`src/rtl/cpu_ctrl_pkg.sv`:
```
// Shared types and constants for the vector CPU pipeline control logic.
package cpu_ctrl_pkg;

  typedef enum logic [0:0] {
    RUN      = 1'b0,
    MEM_WAIT = 1'b1
  } ctrl_state_t;

  localparam logic [1:0] FWD_RF  = 2'b00;
  localparam logic [1:0] FWD_WB  = 2'b01;
  localparam logic [1:0] FWD_MEM = 2'b10;

endpackage

```
`src/rtl/forward_sel.sv`:
```
// E-stage operand bypass select; the M result wins over the W result.
module forward_sel
  import cpu_ctrl_pkg::*;
#(
  parameter int REG_AW = 4
) (
  input  logic [REG_AW-1:0] ra_e_i,
  input  logic [REG_AW-1:0] wa3_m_i,
  input  logic              regwrite_m_i,
  input  logic [REG_AW-1:0] wa3_w_i,
  input  logic              regwrite_w_i,
  output logic [1:0]        fwd_o
);

  // Priority bypass select for one operand
  always_comb begin
    fwd_o = FWD_RF;
    if (regwrite_m_i && (wa3_m_i == ra_e_i)) begin
      fwd_o = FWD_MEM;
    end else if (regwrite_w_i && (wa3_w_i == ra_e_i)) begin
      fwd_o = FWD_WB;
    end else begin
      fwd_o = FWD_RF;
    end
  end

endmodule

```
`src/rtl/pipe_hazard_ctrl.sv`:
```
// Pipeline sequencer for the 5-stage vector CPU: load-use stalls, memory
// wait freeze with watchdog, operand forwarding and a stall-cycle counter.
module pipe_hazard_ctrl
  import cpu_ctrl_pkg::*;
#(
  parameter int REG_AW      = 4,
  parameter int MEM_TIMEOUT = 64,
  parameter int STALL_CNT_W = 16
) (
  input  logic                   clk,
  input  logic                   reset,
  input  logic [REG_AW-1:0]      ra1_d,
  input  logic [REG_AW-1:0]      ra2_d,
  input  logic                   uses_rb_d,
  input  logic [REG_AW-1:0]      ra1_e,
  input  logic [REG_AW-1:0]      ra2_e,
  input  logic [REG_AW-1:0]      wa3_e,
  input  logic                   regwrite_e,
  input  logic                   memtoreg_e,
  input  logic [REG_AW-1:0]      wa3_m,
  input  logic                   regwrite_m,
  input  logic                   memtoreg_m,
  input  logic                   memwrite_m,
  input  logic [REG_AW-1:0]      wa3_w,
  input  logic                   regwrite_w,
  input  logic                   mem_ack,
  output logic                   pc_en,
  output logic                   cargar_fd,
  output logic                   cargar_de,
  output logic                   cargar_em,
  output logic                   cargar_mw,
  output logic                   flush_de,
  output logic                   mem_req,
  output logic [1:0]             fwd_a_e,
  output logic [1:0]             fwd_b_e,
  output logic                   mem_err,
  output logic [STALL_CNT_W-1:0] stall_cnt
);

  localparam int                      WAIT_W    = $clog2(MEM_TIMEOUT);
  localparam logic [WAIT_W-1:0]       WAIT_LAST = WAIT_W'(MEM_TIMEOUT - 1);
  localparam logic [STALL_CNT_W-1:0]  CNT_MAX   = '1;

  ctrl_state_t            state_q, state_d;
  logic [WAIT_W-1:0]      wait_q, wait_d;
  logic                   mem_err_q, mem_err_d;
  logic [STALL_CNT_W-1:0] stall_cnt_q, stall_cnt_d;

  logic       memop_s, timeout_s, memstall_s, lduse_s;
  logic [1:0] fwd_a_s, fwd_b_s;

  assign memop_s    = memtoreg_m | memwrite_m;
  assign timeout_s  = (state_q == MEM_WAIT) && (wait_q == WAIT_LAST) && !mem_ack;
  assign memstall_s = memop_s & ~mem_ack & ~timeout_s;
  assign lduse_s    = regwrite_e & memtoreg_e &
                      ((wa3_e == ra1_d) | (uses_rb_d & (wa3_e == ra2_d)));

  forward_sel #(.REG_AW(REG_AW)) u_fwd_a (
    .ra_e_i       (ra1_e),
    .wa3_m_i      (wa3_m),
    .regwrite_m_i (regwrite_m),
    .wa3_w_i      (wa3_w),
    .regwrite_w_i (regwrite_w),
    .fwd_o        (fwd_a_s)
  );

  forward_sel #(.REG_AW(REG_AW)) u_fwd_b (
    .ra_e_i       (ra2_e),
    .wa3_m_i      (wa3_m),
    .regwrite_m_i (regwrite_m),
    .wa3_w_i      (wa3_w),
    .regwrite_w_i (regwrite_w),
    .fwd_o        (fwd_b_s)
  );

  // Pipe enables: reset holds a bubble in D/E, then memstall > lduse > run
  always_comb begin
    pc_en     = 1'b0;
    cargar_fd = 1'b0;
    cargar_de = 1'b0;
    cargar_em = 1'b0;
    cargar_mw = 1'b0;
    flush_de  = 1'b1;
    if (!reset) begin
      flush_de  = 1'b1;
    end else if (memstall_s) begin
      flush_de  = 1'b0;
    end else if (lduse_s) begin
      cargar_de = 1'b1;
      cargar_em = 1'b1;
      cargar_mw = 1'b1;
      flush_de  = 1'b1;
    end else begin
      pc_en     = 1'b1;
      cargar_fd = 1'b1;
      cargar_de = 1'b1;
      cargar_em = 1'b1;
      cargar_mw = 1'b1;
      flush_de  = 1'b0;
    end
  end

  // Gating by reset makes mem_req and the bypass selects drop asynchronously
  assign mem_req   = reset & memop_s;
  assign fwd_a_e   = reset ? fwd_a_s : FWD_RF;
  assign fwd_b_e   = reset ? fwd_b_s : FWD_RF;
  assign mem_err   = mem_err_q;
  assign stall_cnt = stall_cnt_q;

  // Next state for the wait FSM, watchdog flag and stall counter
  always_comb begin
    state_d     = state_q;
    wait_d      = wait_q;
    mem_err_d   = mem_err_q | timeout_s;
    stall_cnt_d = stall_cnt_q;
    case (state_q)
      RUN: begin
        wait_d = '0;
        if (memop_s && !mem_ack) begin
          state_d = MEM_WAIT;
        end else begin
          state_d = RUN;
        end
      end
      MEM_WAIT: begin
        wait_d = wait_q + WAIT_W'(1);
        if (mem_ack || (wait_q == WAIT_LAST)) begin
          state_d = RUN;
        end else begin
          state_d = MEM_WAIT;
        end
      end
      default: begin
        state_d = RUN;
        wait_d  = '0;
      end
    endcase
    if (!pc_en && (stall_cnt_q != CNT_MAX)) begin
      stall_cnt_d = stall_cnt_q + STALL_CNT_W'(1);
    end else begin
      stall_cnt_d = stall_cnt_q;
    end
  end

  // State, wait counter, sticky error and performance counter registers
  always_ff @(posedge clk or negedge reset) begin
    if (!reset) begin
      state_q     <= RUN;
      wait_q      <= '0;
      mem_err_q   <= 1'b0;
      stall_cnt_q <= '0;
    end else begin
      state_q     <= state_d;
      wait_q      <= wait_d;
      mem_err_q   <= mem_err_d;
      stall_cnt_q <= stall_cnt_d;
    end
  end

endmodule

```
`config.mk`:
```
export PLATFORM = sky130hd
export DESIGN_NAME = pipe_hazard_ctrl
export DESIGN_NICKNAME = d
export VERILOG_FILES = /design/src/rtl/cpu_ctrl_pkg.sv /design/src/rtl/forward_sel.sv /design/src/rtl/pipe_hazard_ctrl.sv
export SDC_FILE = /design/constraint.sdc
export NUM_CORES = 1
export LEC_CHECK = 0
export BUFFER_PORTS_ARGS = -buffer_cell sky130_fd_sc_hd__buf_2
export CORE_AREA = 2 2 62 64
export CTS_CLUSTER_SIZE = 10
export DETAILED_ROUTE_END_ITERATION = 10
export DIE_AREA = 0 0 64 66
export GPL_TIMING_DRIVEN = 0
export PLACE_DENSITY = 0.95
export SLEW_MARGIN = 10
export SYNTH_ARGS = -nofsm -noshare
export SYNTH_HDL_FRONTEND = slang
export SYNTH_SLANG_ARGS = --single-unit
```
`constraint.sdc`:
```
create_clock -name clk -period 5.3 [get_ports clk]
set_clock_uncertainty 0.1 [all_clocks]
set_input_delay 1.59 -clock clk [delete_from_list [all_inputs] [get_ports clk]]
set_output_delay 1.59 -clock clk [all_outputs]
set_load 0.05 [all_outputs]
```
# After elaboration in Yosys (flattened, before gate mapping)

Cells that the tools add are included.

Output and inout bits: 28
Word-level logic and storage cells: 55
Input port bits: 38
Flip-flop bits (word level): 24

Equality and inequality tests: 8
Reduce and logical (&&, ||, !) cells: 11
Mux-type cells: 18
Add/subtract/negate cells: 2
Bitwise logic cells: 12

Operators with widths:

| cell                                                            | count |
|---|---|
| 4-bit equality test                                             | 6 |
| 16-bit by 1-bit adder with 16-bit output, second input constant | 1 |
| 16-bit != test, second input constant                           | 1 |
| 1-bit 2-to-1 mux                                                | 12 |
| 6-bit one-hot mux with 2 select lines                           | 1 |
| 1-bit logical AND                                               | 8 |
| 2-bit 2-to-1 mux                                                | 4 |
| 6-bit by 1-bit adder with 6-bit output, second input constant   | 1 |
| 1-bit AND                                                       | 6 |
| 6-bit equality test, second input constant                      | 1 |
| 1-bit inverter                                                  | 3 |
| 1-bit OR                                                        | 3 |
| 1-bit logical NOT                                               | 2 |
| 1-bit one-hot mux with 2 select lines                           | 1 |
| 1-bit logical OR                                                | 1 |

# Logic depth before layout (Yosys ltp)

Depth in word-level cells: 9
Depth in mapped cells: 7
Gate-level depth less buffers: 6

# Modules after synthesis

From an unflattened synthesis, not the netlist that was laid out.

Cells, all modules: 162
Area, all modules: 1635.3 µm²

Modules (own cells, without submodules):

| module           | sequential area each (µm²) | area each (µm²) | cells an instance | times used |
|---|---|---|---|---|
| pipe_hazard_ctrl | 600.6                      | 1407.6          | 130               | 1 |
| forward_sel      | 0.0                        | 113.9           | 16                | 2 |

# Least setup slack after synthesis

Ideal clock, no wire load.

Path kind: input -> output
Start: input port ra1_d[3]
End: output port flush_de
Required time: 3.610 ns
Cell stages on the path: 5
Path buffers: 0
Arrival time: 3.380 ns
Path slack: 0.230 ns
Path through: xor2_1 nor3_2 and4_1 nor2_1 o21ai_0

Word-level cells in the longest chain between the ends: 6

RTL lines:

| item                | RTL line               | RTL |
|---|---|---|
| start: declaration  | pipe_hazard_ctrl.sv:12 | `input logic [REG_AW-1:0] ra1_d,` |
| 4-bit equality test | pipe_hazard_ctrl.sv:56 | `((wa3_e == ra1_d) \| (uses_rb_d & (wa3_e == ra2_d)));` |
| 1-bit OR            | pipe_hazard_ctrl.sv:56 |  |
| 1-bit AND           | pipe_hazard_ctrl.sv:55 | `assign lduse_s = regwrite_e & memtoreg_e &` |
| 1-bit 2-to-1 mux    | pipe_hazard_ctrl.sv:88 | `end else if (lduse_s) begin` |
| 1-bit 2-to-1 mux    | pipe_hazard_ctrl.sv:86 | `end else if (memstall_s) begin` |
| 1-bit 2-to-1 mux    | pipe_hazard_ctrl.sv:84 | `if (!reset) begin` |
| end: declaration    | pipe_hazard_ctrl.sv:32 | `output logic flush_de,` |

No other way between the ends.

# Final worst setup path

Start: input port reset
End: output port pc_en

Word-level cells in the longest chain between the ends: 1

RTL lines:

| item               | RTL line               | RTL |
|---|---|---|
| start: declaration | pipe_hazard_ctrl.sv:11 | `input logic reset,` |
| 1-bit 2-to-1 mux   | pipe_hazard_ctrl.sv:84 |  |
| end: declaration   | pipe_hazard_ctrl.sv:27 | `output logic pc_en,` |

No other way between the ends.

==> flow_summary.yaml <==
outcome:
  status: "finished clean"
detailed_routing:
  drc: 0
  wl_per_cell_um: 14.25
  dr.pass1.iters: 4
  initialDrtViolationCount: 105
  finalWirelength_um: 4431
  ant_nets: 0
  vias: 1845
  via_per_inst: 5.932
flow_run:
  cap_violations: 0
setup_path:
  crit_chain: "clkbuf_4 -> nor3b_1 -> a211oi_4 -> nor3_1 -> buf_6 -> buf_4 -> buf_2"
  crit_type: "in2out"
  crit_family: "buffers and inverters"
  cpPeakStageDelay_ns: 0.38
  path_max_fanout: 32
  worstPathRequired_ns: 3.61
  critPathCaptureType: "output pin"
  worstPathArrival_ns: 3.30
  path_buf_inv: 4
  crit_path_top_delay_cell: "nor3b_1"
  start_kind: "input pin"
  rrSetupSlack_ns: 3.12
power:
  power.total_uw: 825.4
  vdd_ir_drop_max_v: 0.0001775
  cellPowerDensity_nw_per_um2: 358.7
  leakage_nw: 1.003
hold_path:
  hold_path.class: "reg2reg"
finish:
  antenna_cells: 0
  final_cell_mix: "buf_2 (67), dfrtp_1 (24), nand3_1 (16)"
  final_util_pct: 64.80
  drive_gt1_share_pct: 37.26
  area_delta_synth_final_pct: 22.60
  nets: 304
  layout_commonest_cell: "buf_2"
cts:
  post-cts-setup-buffers: 0
  root_buffer: "clkbuf_4"
  cts_tree: "built"
  clk_path_buf_depth: 2
  insertion_delay_ns: 0.32
  htreeDepth: 1
  cts.sinks: 24
  post_cts_resized: 0
  cts.clk_slew.worst_paths_ns: 0.13
  cts_buffers: 3
  postCtsHoldBufs: 0
yosys:
  synth_warnings: 0
  synthArstFlopShare_pct: 100.0
  ys_types: 55
  synth-edff-count: 0
  synth_area_leaders: "dfrtp_1 (32%), xnor2_1 (6.1%), xor2_1 (6.1%), nand3_1 (4.3%), and2_1 (3.3%)"
  synth.net_count: 234
  avgSynthCellArea_um2: 9.674
  synth_top_cell_by_area: "dfrtp_1"
  syn_inst: 194
  syn_area_um2: 1877
  synthFlopType: "dfrtp_1"
  synth-seq-area-share_pct: 32.00
  synth.top_cell.area_share_pct: 32.00
  yosys_register_bits: 24
timing:
  period_needed_ns: 4.986
  rsz0062_at_grt: "false"
  max_freq_mhz: 200.6
  drv_slew: 0
  worst-slew-pin-transition_ns: 0.3950
  hold_viol_final: 0
  period_share_pct: 94.08
  setup_total_negative_slack_ns: 0
  setup_viol: 0
  slew_headroom_pct: 73.67
floorplanning:
  die_w_um: 64
  die_h_um: 66
  core_area_um2: 3551
  fp.dieArea_um2: 4224
  start_util_pct: 52.85
  placementRows: 22
  ios: 66
global_route:
  use_met1_pct: 26.77
  antenna_found_initial: 0
  grt_usage_pct: 21.32
  use_met3_pct: 2.215
  grt_pass1_vias: 1659
  grt_first_pass_wirelength_um: 7224
  grt_max_degree: 33
  grt.met2_usage_pct: 37.89
  top_usage_layer: "met2"
  grt_overflow: 0
placement:
  hpwlAfterDp_um: 3383
  gp_congestion: 0.8661
  port_buffers: 65
-- final cells by class --
cell class,instances,area [µm²]
fillers,286,1250
repair buffers,65,327.8
flip-flops and latches,24,600.6
well taps,48,60.06
multi-input cells,157,1194
clock buffers,4,36.28
plain buffers,9,67.56
inverters,4,15.01
-- report_power, final --
group / total (mW) / switching (mW) / leakage, nW / internal [mW]
registers: 0.293 / 0.0665 / 0.291 / 0.226
logic: 0.434 / 0.301 / 0.690 / 0.133
clock network: 0.0988 / 0.0568 / 0.0210 / 0.0421
total: 0.825 / 0.424 / 1.00 / 0.401
-- sequential cells by signal, summed over array words and instances, names as in the netlist --
register   cells
stall_cnt     16
wait_q         6
mem_err        1
state_q        1
-- worst paths after layout --
path | depth (start not counted) | end | from
worst max-delay path | 7 | pc_en | reset
worst min-delay path | 1 | wait_q[0] | wait_q[0]
worst max register to register | 6 | stall_cnt[15] | wait_q[0]
worst min register to register | 1 | wait_q[0] | wait_q[0]
max in group asynchronous | 1 | stall_cnt[13] | reset
min in group asynchronous | 1 | stall_cnt[10] | reset
-- metrics by stage --
stage	setup WS, ns	instance area, µm²	instances	hold slack [ns]
after floorplan	0.2296	1877	194	0.3315
after global placement	0.1362	2262	307	0.3478
after detailed placement	0.1269	2262	307	0.3521
after CTS	0.1199	2298	311	0.3716
after global routing	0.1597	2301	311	0.3956
final	0.3140	2301	311	0.3659
-- routing by layer --
metal / wire, µm / vias up
li1: - / 877
met1: 1839 / 879
met2: 2237 / 83
met3: 304 / 6
met4: 50 / 0
met5: 0 / -
-- cell usage after synthesis (4+ instances only) --
| cell | number |
|---|---|
| dfrtp_1 | 24 |
| nand3_1 | 16 |
| xnor2_1 | 13 |
| nand4_1 | 7 |
| nor4_1 | 4 |
| nor3_1 | 5 |
| and2_1 | 10 |
| buf_4 | 4 |
| o31ai_1 | 6 |
| a211oi_1 | 4 |
| xor2_1 | 13 |
| o22ai_1 | 4 |
| a21oi_1 | 4 |
| nand2_1 | 13 |
| nor2_1 | 6 |
-- worst reg2reg max path, delay by kind of cell, from the launching register on --
family / cells / cell delay [ns]
AO/OA/AOI/OAI: 2 / 0.64
adder cells (fa/ha/maj): 1 / 0.24
buffers and inverters: 1 / 0.14
flip-flops: 1 / 0.42
multiplexers: 1 / 0.35
AND/OR/NAND/NOR: 1 / 0.19
-- kinds of logic after synthesis --
| family | count (synthesis) | share of synthesized area, % |
|---|---|---|
| compound gates | 39 | 17.67 |
| xor+xnor | 28 | 13.87 |
| fa+ha+maj | 2 | 1.333 |
| buf+inv | 13 | 4.400 |
| flops | 24 | 32.00 |
| mux | 5 | 3.133 |
| simple gates | 83 | 27.60 |
Note: power is estimated with default switching activity, not from simulation.
